**src/rtl/clock_timekeeper.sv**
```systemverilog
// hh:mm:ss timekeeping core: key debounce, 1 s prescaler, RUN/SET editing FSM, BCD display outputs.
// Latency: key edge to field update is 2 sync + DB_CYCLES + 1 cycles; outputs are combinational from state registers.
// Backpressure: none; keys are sampled every cycle and the tick pulses are single-cycle and unconditional.
module clock_timekeeper #(
    parameter int TICK_DIV  = 50_000_000,
    parameter int DB_CYCLES = 500_000,
    parameter int HOUR_24   = 1
) (
    input  logic        clk,
    input  logic        rst,
    input  logic        key0,
    input  logic        key1,
    input  logic        key2,
    output logic [23:0] time_bcd,
    output logic        pm,
    output logic [1:0]  mode,
    output logic        sec_tick,
    output logic        day_tick
);

    localparam int PW = $clog2(TICK_DIV);
    localparam int DW = $clog2(DB_CYCLES);
    localparam logic [PW-1:0] PRESC_LAST = PW'(TICK_DIV - 1);
    localparam logic [DW-1:0] DB_LAST    = DW'(DB_CYCLES - 1);

    typedef enum logic [1:0] {
        ST_RUN     = 2'd0,
        ST_SET_HR  = 2'd1,
        ST_SET_MIN = 2'd2,
        ST_SET_SEC = 2'd3
    } state_t;

    state_t        state;
    state_t        state_nxt;

    logic [2:0]    key_raw;
    logic [2:0]    press;

    logic [PW-1:0] presc;
    logic [4:0]    hr;
    logic [5:0]    mn;
    logic [5:0]    sc;

    logic          edit_inc;
    logic          edit_dec;
    logic [4:0]    disp_hr;

    assign key_raw = {key2, key1, key0};

    // Step a field by one with wrap-around inside 0..max, no carry out.
    function automatic logic [5:0] wrap_step(input logic [5:0] v, input logic [5:0] max, input logic up);
        logic [5:0] r;
        if (up) begin
            r = (v == max) ? 6'd0 : v + 6'd1;
        end else begin
            r = (v == 6'd0) ? max : v - 6'd1;
        end
        return r;
    endfunction

    // Binary 0..59 to two BCD digits by repeated subtraction of ten.
    function automatic logic [7:0] to_bcd(input logic [5:0] v);
        logic [3:0] tens;
        logic [5:0] rem;
        tens = 4'd0;
        rem  = v;
        for (int i = 0; i < 5; i++) begin
            if (rem >= 6'd10) begin
                rem  = rem - 6'd10;
                tens = tens + 4'd1;
            end
        end
        return {tens, rem[3:0]};
    endfunction

    for (genvar g = 0; g < 3; g++) begin : g_db
        logic          sync1;
        logic          sync2;
        logic          level;
        logic          pulse;
        logic [DW-1:0] cnt;

        // Two-flop synchroniser for the asynchronous key input; idle level is released (1).
        always_ff @(posedge clk or posedge rst) begin
            if (rst) begin
                sync1 <= 1'b1;
                sync2 <= 1'b1;
            end else begin
                sync1 <= key_raw[g];
                sync2 <= sync1;
            end
        end

        // Accept a new level after DB_CYCLES consecutive differing samples; pulse only on press.
        always_ff @(posedge clk or posedge rst) begin
            if (rst) begin
                level <= 1'b1;
                cnt   <= '0;
                pulse <= 1'b0;
            end else begin
                pulse <= 1'b0;
                if (sync2 == level) begin
                    cnt <= '0;
                end else if (cnt == DB_LAST) begin
                    level <= sync2;
                    cnt   <= '0;
                    pulse <= ~sync2;
                end else begin
                    cnt <= cnt + DW'(1);
                end
            end
        end

        assign press[g] = pulse;
    end

    // Mode key steps the FSM round RUN -> SET_HR -> SET_MIN -> SET_SEC -> RUN.
    always_comb begin
        state_nxt = state;
        if (press[0]) begin
            case (state)
                ST_RUN:     state_nxt = ST_SET_HR;
                ST_SET_HR:  state_nxt = ST_SET_MIN;
                ST_SET_MIN: state_nxt = ST_SET_SEC;
                default:    state_nxt = ST_RUN;
            endcase
        end
    end

    // FSM state register.
    always_ff @(posedge clk or posedge rst) begin
        if (rst) begin
            state <= ST_RUN;
        end else begin
            state <= state_nxt;
        end
    end

    // Edits apply only in SET states; a coincident mode press or both edit keys cancel the edit.
    assign edit_inc = (state != ST_RUN) && press[1] && !press[2] && !press[0];
    assign edit_dec = (state != ST_RUN) && press[2] && !press[1] && !press[0];

    // Prescaler and time registers: count and carry in RUN, frozen and editable otherwise.
    always_ff @(posedge clk or posedge rst) begin
        if (rst) begin
            presc    <= '0;
            hr       <= 5'd0;
            mn       <= 6'd0;
            sc       <= 6'd0;
            sec_tick <= 1'b0;
            day_tick <= 1'b0;
        end else begin
            sec_tick <= 1'b0;
            day_tick <= 1'b0;
            if (state == ST_RUN && !press[0]) begin
                if (presc == PRESC_LAST) begin
                    presc    <= '0;
                    sec_tick <= 1'b1;
                    if (sc == 6'd59) begin
                        sc <= 6'd0;
                        if (mn == 6'd59) begin
                            mn <= 6'd0;
                            if (hr == 5'd23) begin
                                hr       <= 5'd0;
                                day_tick <= 1'b1;
                            end else begin
                                hr <= hr + 5'd1;
                            end
                        end else begin
                            mn <= mn + 6'd1;
                        end
                    end else begin
                        sc <= sc + 6'd1;
                    end
                end else begin
                    presc <= presc + PW'(1);
                end
            end else begin
                // Held at zero outside RUN so the first tick after RUN is a full period away.
                presc <= '0;
                if (edit_inc || edit_dec) begin
                    case (state)
                        ST_SET_HR:  hr <= 5'(wrap_step({1'b0, hr}, 6'd23, edit_inc));
                        ST_SET_MIN: mn <= wrap_step(mn, 6'd59, edit_inc);
                        ST_SET_SEC: sc <= wrap_step(sc, 6'd59, edit_inc);
                        default:    ;
                    endcase
                end
            end
        end
    end

    // Display hour: 12-hour mode maps 0 -> 12 and 13..23 -> 1..11.
    always_comb begin
        disp_hr = hr;
        if (HOUR_24 == 0) begin
            if (hr == 5'd0) begin
                disp_hr = 5'd12;
            end else if (hr > 5'd12) begin
                disp_hr = hr - 5'd12;
            end
        end
    end

    assign time_bcd = {to_bcd({1'b0, disp_hr}), to_bcd(mn), to_bcd(sc)};
    assign pm       = (HOUR_24 == 0) && (hr >= 5'd12);
    assign mode     = state;

endmodule
```
**config.mk**
```make
export PLATFORM = sky130hd
export DESIGN_NAME = clock_timekeeper
export DESIGN_NICKNAME = d
export VERILOG_FILES = /design/src/rtl/clock_timekeeper.sv
export SDC_FILE = /design/constraint.sdc
export NUM_CORES = 1
export LEC_CHECK = 0
export CORE_MARGIN = 2
export CORE_UTILIZATION = 50
export DETAILED_ROUTE_END_ITERATION = 8
export PLACE_DENSITY = 0.77
export SLEW_MARGIN = 10
export SYNTH_ARGS = -nofsm -noshare
export SYNTH_HDL_FRONTEND = slang
export SYNTH_SLANG_ARGS = --single-unit
export TNS_END_PERCENT = 100
```
**constraint.sdc**
```tcl
create_clock -name clk -period 7.3 [get_ports clk]
set_input_delay 1.095 -clock clk [delete_from_list [all_inputs] [get_ports clk]]
set_output_delay 1.095 -clock clk [all_outputs]
set_load 0.05 [all_outputs]
```
==> flow_summary.json <==
{
  "drv_slew": 0,
  "yosys.area_share.simple": 0.245,
  "startpoint": "disp_hr[2]",
  "clkTransAtPathRegs_ns": 0.05,
  "clock_tree.root_cell": "clkbuf_16",
  "syn_avg_cell_area_um2": 8.33,
  "layout_common_cells": "nor2_1, nand2_1, dfrtp_1",
  "clock_latency_ns": 0.41,
  "fin_util": 0.575,
  "dp_cells": 1318,
  "final_common_cell": "nor2_1",
  "row_count": 49,
  "dp_hpwl_um": 13200,
  "final.setup.tns_ns": 0,
  "setup_ws_ns": 0.379,
  "port_buffers": 32,
  "area_delta_synth_final_pct": 13.6,
  "synth-edff-count": 0,
  "die_area_mm2": 0.0191,
  "critPathKind": "flop to primary output",
  "r2r-start": "presc[0]",
  "vias_per_cell": 5.78,
  "clock-sinks": 116,
  "ctsHoldBuffers": 0,
  "vdd.ir_drop.worst_v": 0.000144,
  "crit_required_ns": 6.20,
  "grt.total_usage": 0.197,
  "die_x_um": 138,
  "die_h_um": 138,
  "cts_tree": "done",
  "cts_buffer_depth": 2,
  "n_antenna_cell": 0,
  "report.final.hold_viol_count": 0,
  "status": "complete, no violations",
  "stdcell_count": 1354,
  "vias": 7824,
  "wl_um": 18900,
  "wl_per_cell_um": 13.9,
  "period_needed_ns": 6.92,
  "critPathSlowestCell": "or4b_2",
  "synth-adder-area-share": 0.0651,
  "post-route-drc-count": 0,
  "ys_seq_elements": 116,
  "fmax_ghz": 0.144,
  "core-area_mm2": 0.0178,
  "netlist_area_mm2": 0.00903,
  "muxShareOfSynthArea": 0.0274,
  "leakagePower_nw": 4.42,
  "cp-end-kind": "primary output",
  "pin_count": 34,
  "cp_max_fo": 10,
  "start_kind": "flop",
  "synth_ff_type": "dfrtp_1",
  "crit_buf_inv": 5,
  "fin_crit_sh": 0.948,
  "synth_nets": 1136,
  "ys_top_cells_by_area": "dfrtp_1, ha_1, nor2_1, xor2_1, xnor2_1",
  "finish.net_count": 1164,
  "start_util": 0.506,
  "dpl-instance-area_mm2": 0.00956,
  "maxSlewHeadroom": 0.172,
  "synth_compound_area_frac": 0.189,
  "dr.pass1.iters": 5,
  "cts-buffers-inserted": 17,
  "grt_overflow_total": 0,
  "place_congestion": 0.906,
  "h-tree-depth": 4,
  "grt_pass1_wl_um": 32700,
  "setup_viol_count_final": 0,
  "hold_class": "flop to flop",
  "grt_max_degree": 67,
  "slowest_delay_ns": 0.68,
  "powerDensity_mw_per_mm2": 145,
  "hold_start": "g_db[1].sync1",
  "synth_top_area_cell": "dfrtp_1",
  "drtIter0Drc": 585,
  "synthDominantCellAreaShare": 0.297,
  "synth_cells": 1084,
  "grt_pass1_vias": 7261,
  "ant_nets": 0,
  "cp_top_family": "simple AND/OR/NAND/NOR gates",
  "worst_pin_slew_ns": 1.23,
  "fin_worst_skew_ns": 0.00603,
  "worstPathArrival_ns": 5.83,
  "async_flop_share": 1.00,
  "place_ws_ns": 0.286,
  "cap_viol_max_count": 0,
  "synth.yosys.seq_area_share": 0.323,
  "drive_above_1_share": 0.114,
  "design_area_mm2": 0.0103,
  "synthXorXnorAreaFrac": 0.105,
  "synth_top_family_by_area": "simple AND/OR/NAND/NOR gates",
  "synth.distinct_cells": 94,
  "ys_warn_count": 0,
  "grt_antenna_before_repair": 0
}
==> area by class of cell <==
cell class,count,area (um2)
Fill cell,1554,7580
Multi-Input combinational cell,872,5780
Sequential cell,116,2920
Timing Repair Buffer,52,500
Clock buffer,19,443
Tap cell,229,287
Inverter,53,201
Clock inverter,13,135
==> worst reg2reg max path: stages (launching register included) <==
cell and delay (ns):
dfrtp_1 0.39, ha_1 0.21, nand3_1 0.11, nor2_1 0.26
nand2_1 0.14, or4_1 0.66, a211oi_1 0.45, o21ai_0 0.54
a211oi_1 0.40, o22ai_1 0.11
==> through the flow <==
stage                     hold slack (ns)  power, mW
after detailed placement            0.347      0.696
after global routing                0.356       1.54
after CTS                           0.355       1.50
after floorplan                     0.345      0.688
final                               0.354       1.49
after global placement              0.346      0.695
==> cell usage after synthesis (9+ instances only) <==
| master | number |
|---|---|
| mux2i_1 | 12 |
| o31ai_1 | 11 |
| nand3_1 | 48 |
| or2_2 | 9 |
| nor2b_1 | 16 |
| dfstp_2 | 9 |
| o21ai_0 | 59 |
| xnor2_1 | 46 |
| a211oi_1 | 9 |
| nor4_1 | 12 |
| nand4_1 | 20 |
| nor2_1 | 141 |
| dfrtp_1 | 107 |
| a31oi_1 | 12 |
| xor2_1 | 60 |
| buf_2 | 11 |
| inv_1 | 52 |
| and3_1 | 20 |
| a21oi_1 | 53 |
| or3_1 | 16 |
| mux2_2 | 10 |
| clkbuf_1 | 22 |
| ha_1 | 47 |
| nor3_1 | 9 |
| nand2_1 | 106 |
==> cell families (layout without fill, tap and decap cells) <==
kind of cell	after synthesis	count (layout)
compound gates	246	246
xor+xnor	107	107
fa+ha+maj	47	47
buf+inv	96	137
flops	116	116
mux	23	23
other cells	1	1
simple gates	448	448
==> state kept, by name (all words and copies together), names as in the netlist, 2 cells and up <==
| register | count |
|---|---|
| g_db.sync2 | 3 |
| g_db.sync1 | 3 |
| g_db.pulse | 3 |
| presc | 26 |
| sc | 6 |
| mn | 6 |
| g_db.cnt | 57 |
| mode | 2 |
| disp_hr | 5 |
| g_db.level | 3 |
==> where the power goes <==
part,total [mW],internal [mW],switching (mW)
combinational,0.0283,0.00712,0.0212
clock,0.806,0.508,0.298
sequential,0.656,0.651,0.00478
==> per-layer routing <==
layer,GRT usage,routed length (um)
met1,0.266,8870
met2,0.321,8970
met3,0.0395,816
met4,0.0591,228
met5,0,0
==> path summary, 6_finish.rpt <==
kind / slack (ns) / cells after the start / to
worst max register to register: 3.85 / 9 / sc[5]
worst max-delay path: 0.38 / 25 / time_bcd[22]
worst min-delay path: 0.35 / 0 / g_db[1].sync2
worst min register to register: 0.35 / 0 / g_db[1].sync2
min in group asynchronous: 1.13 / 2 / g_db[0].cnt[9]
max in group asynchronous: 4.96 / 3 / presc[8]
==> repair_timing <==
item / CTS / global route
setup endpoints to repair: 4 / 14
gates resized for setup: 4 / 19
setup buffers: 0 / 4
pin swaps: 0 / 3
(Power assumes the default switching activity.)
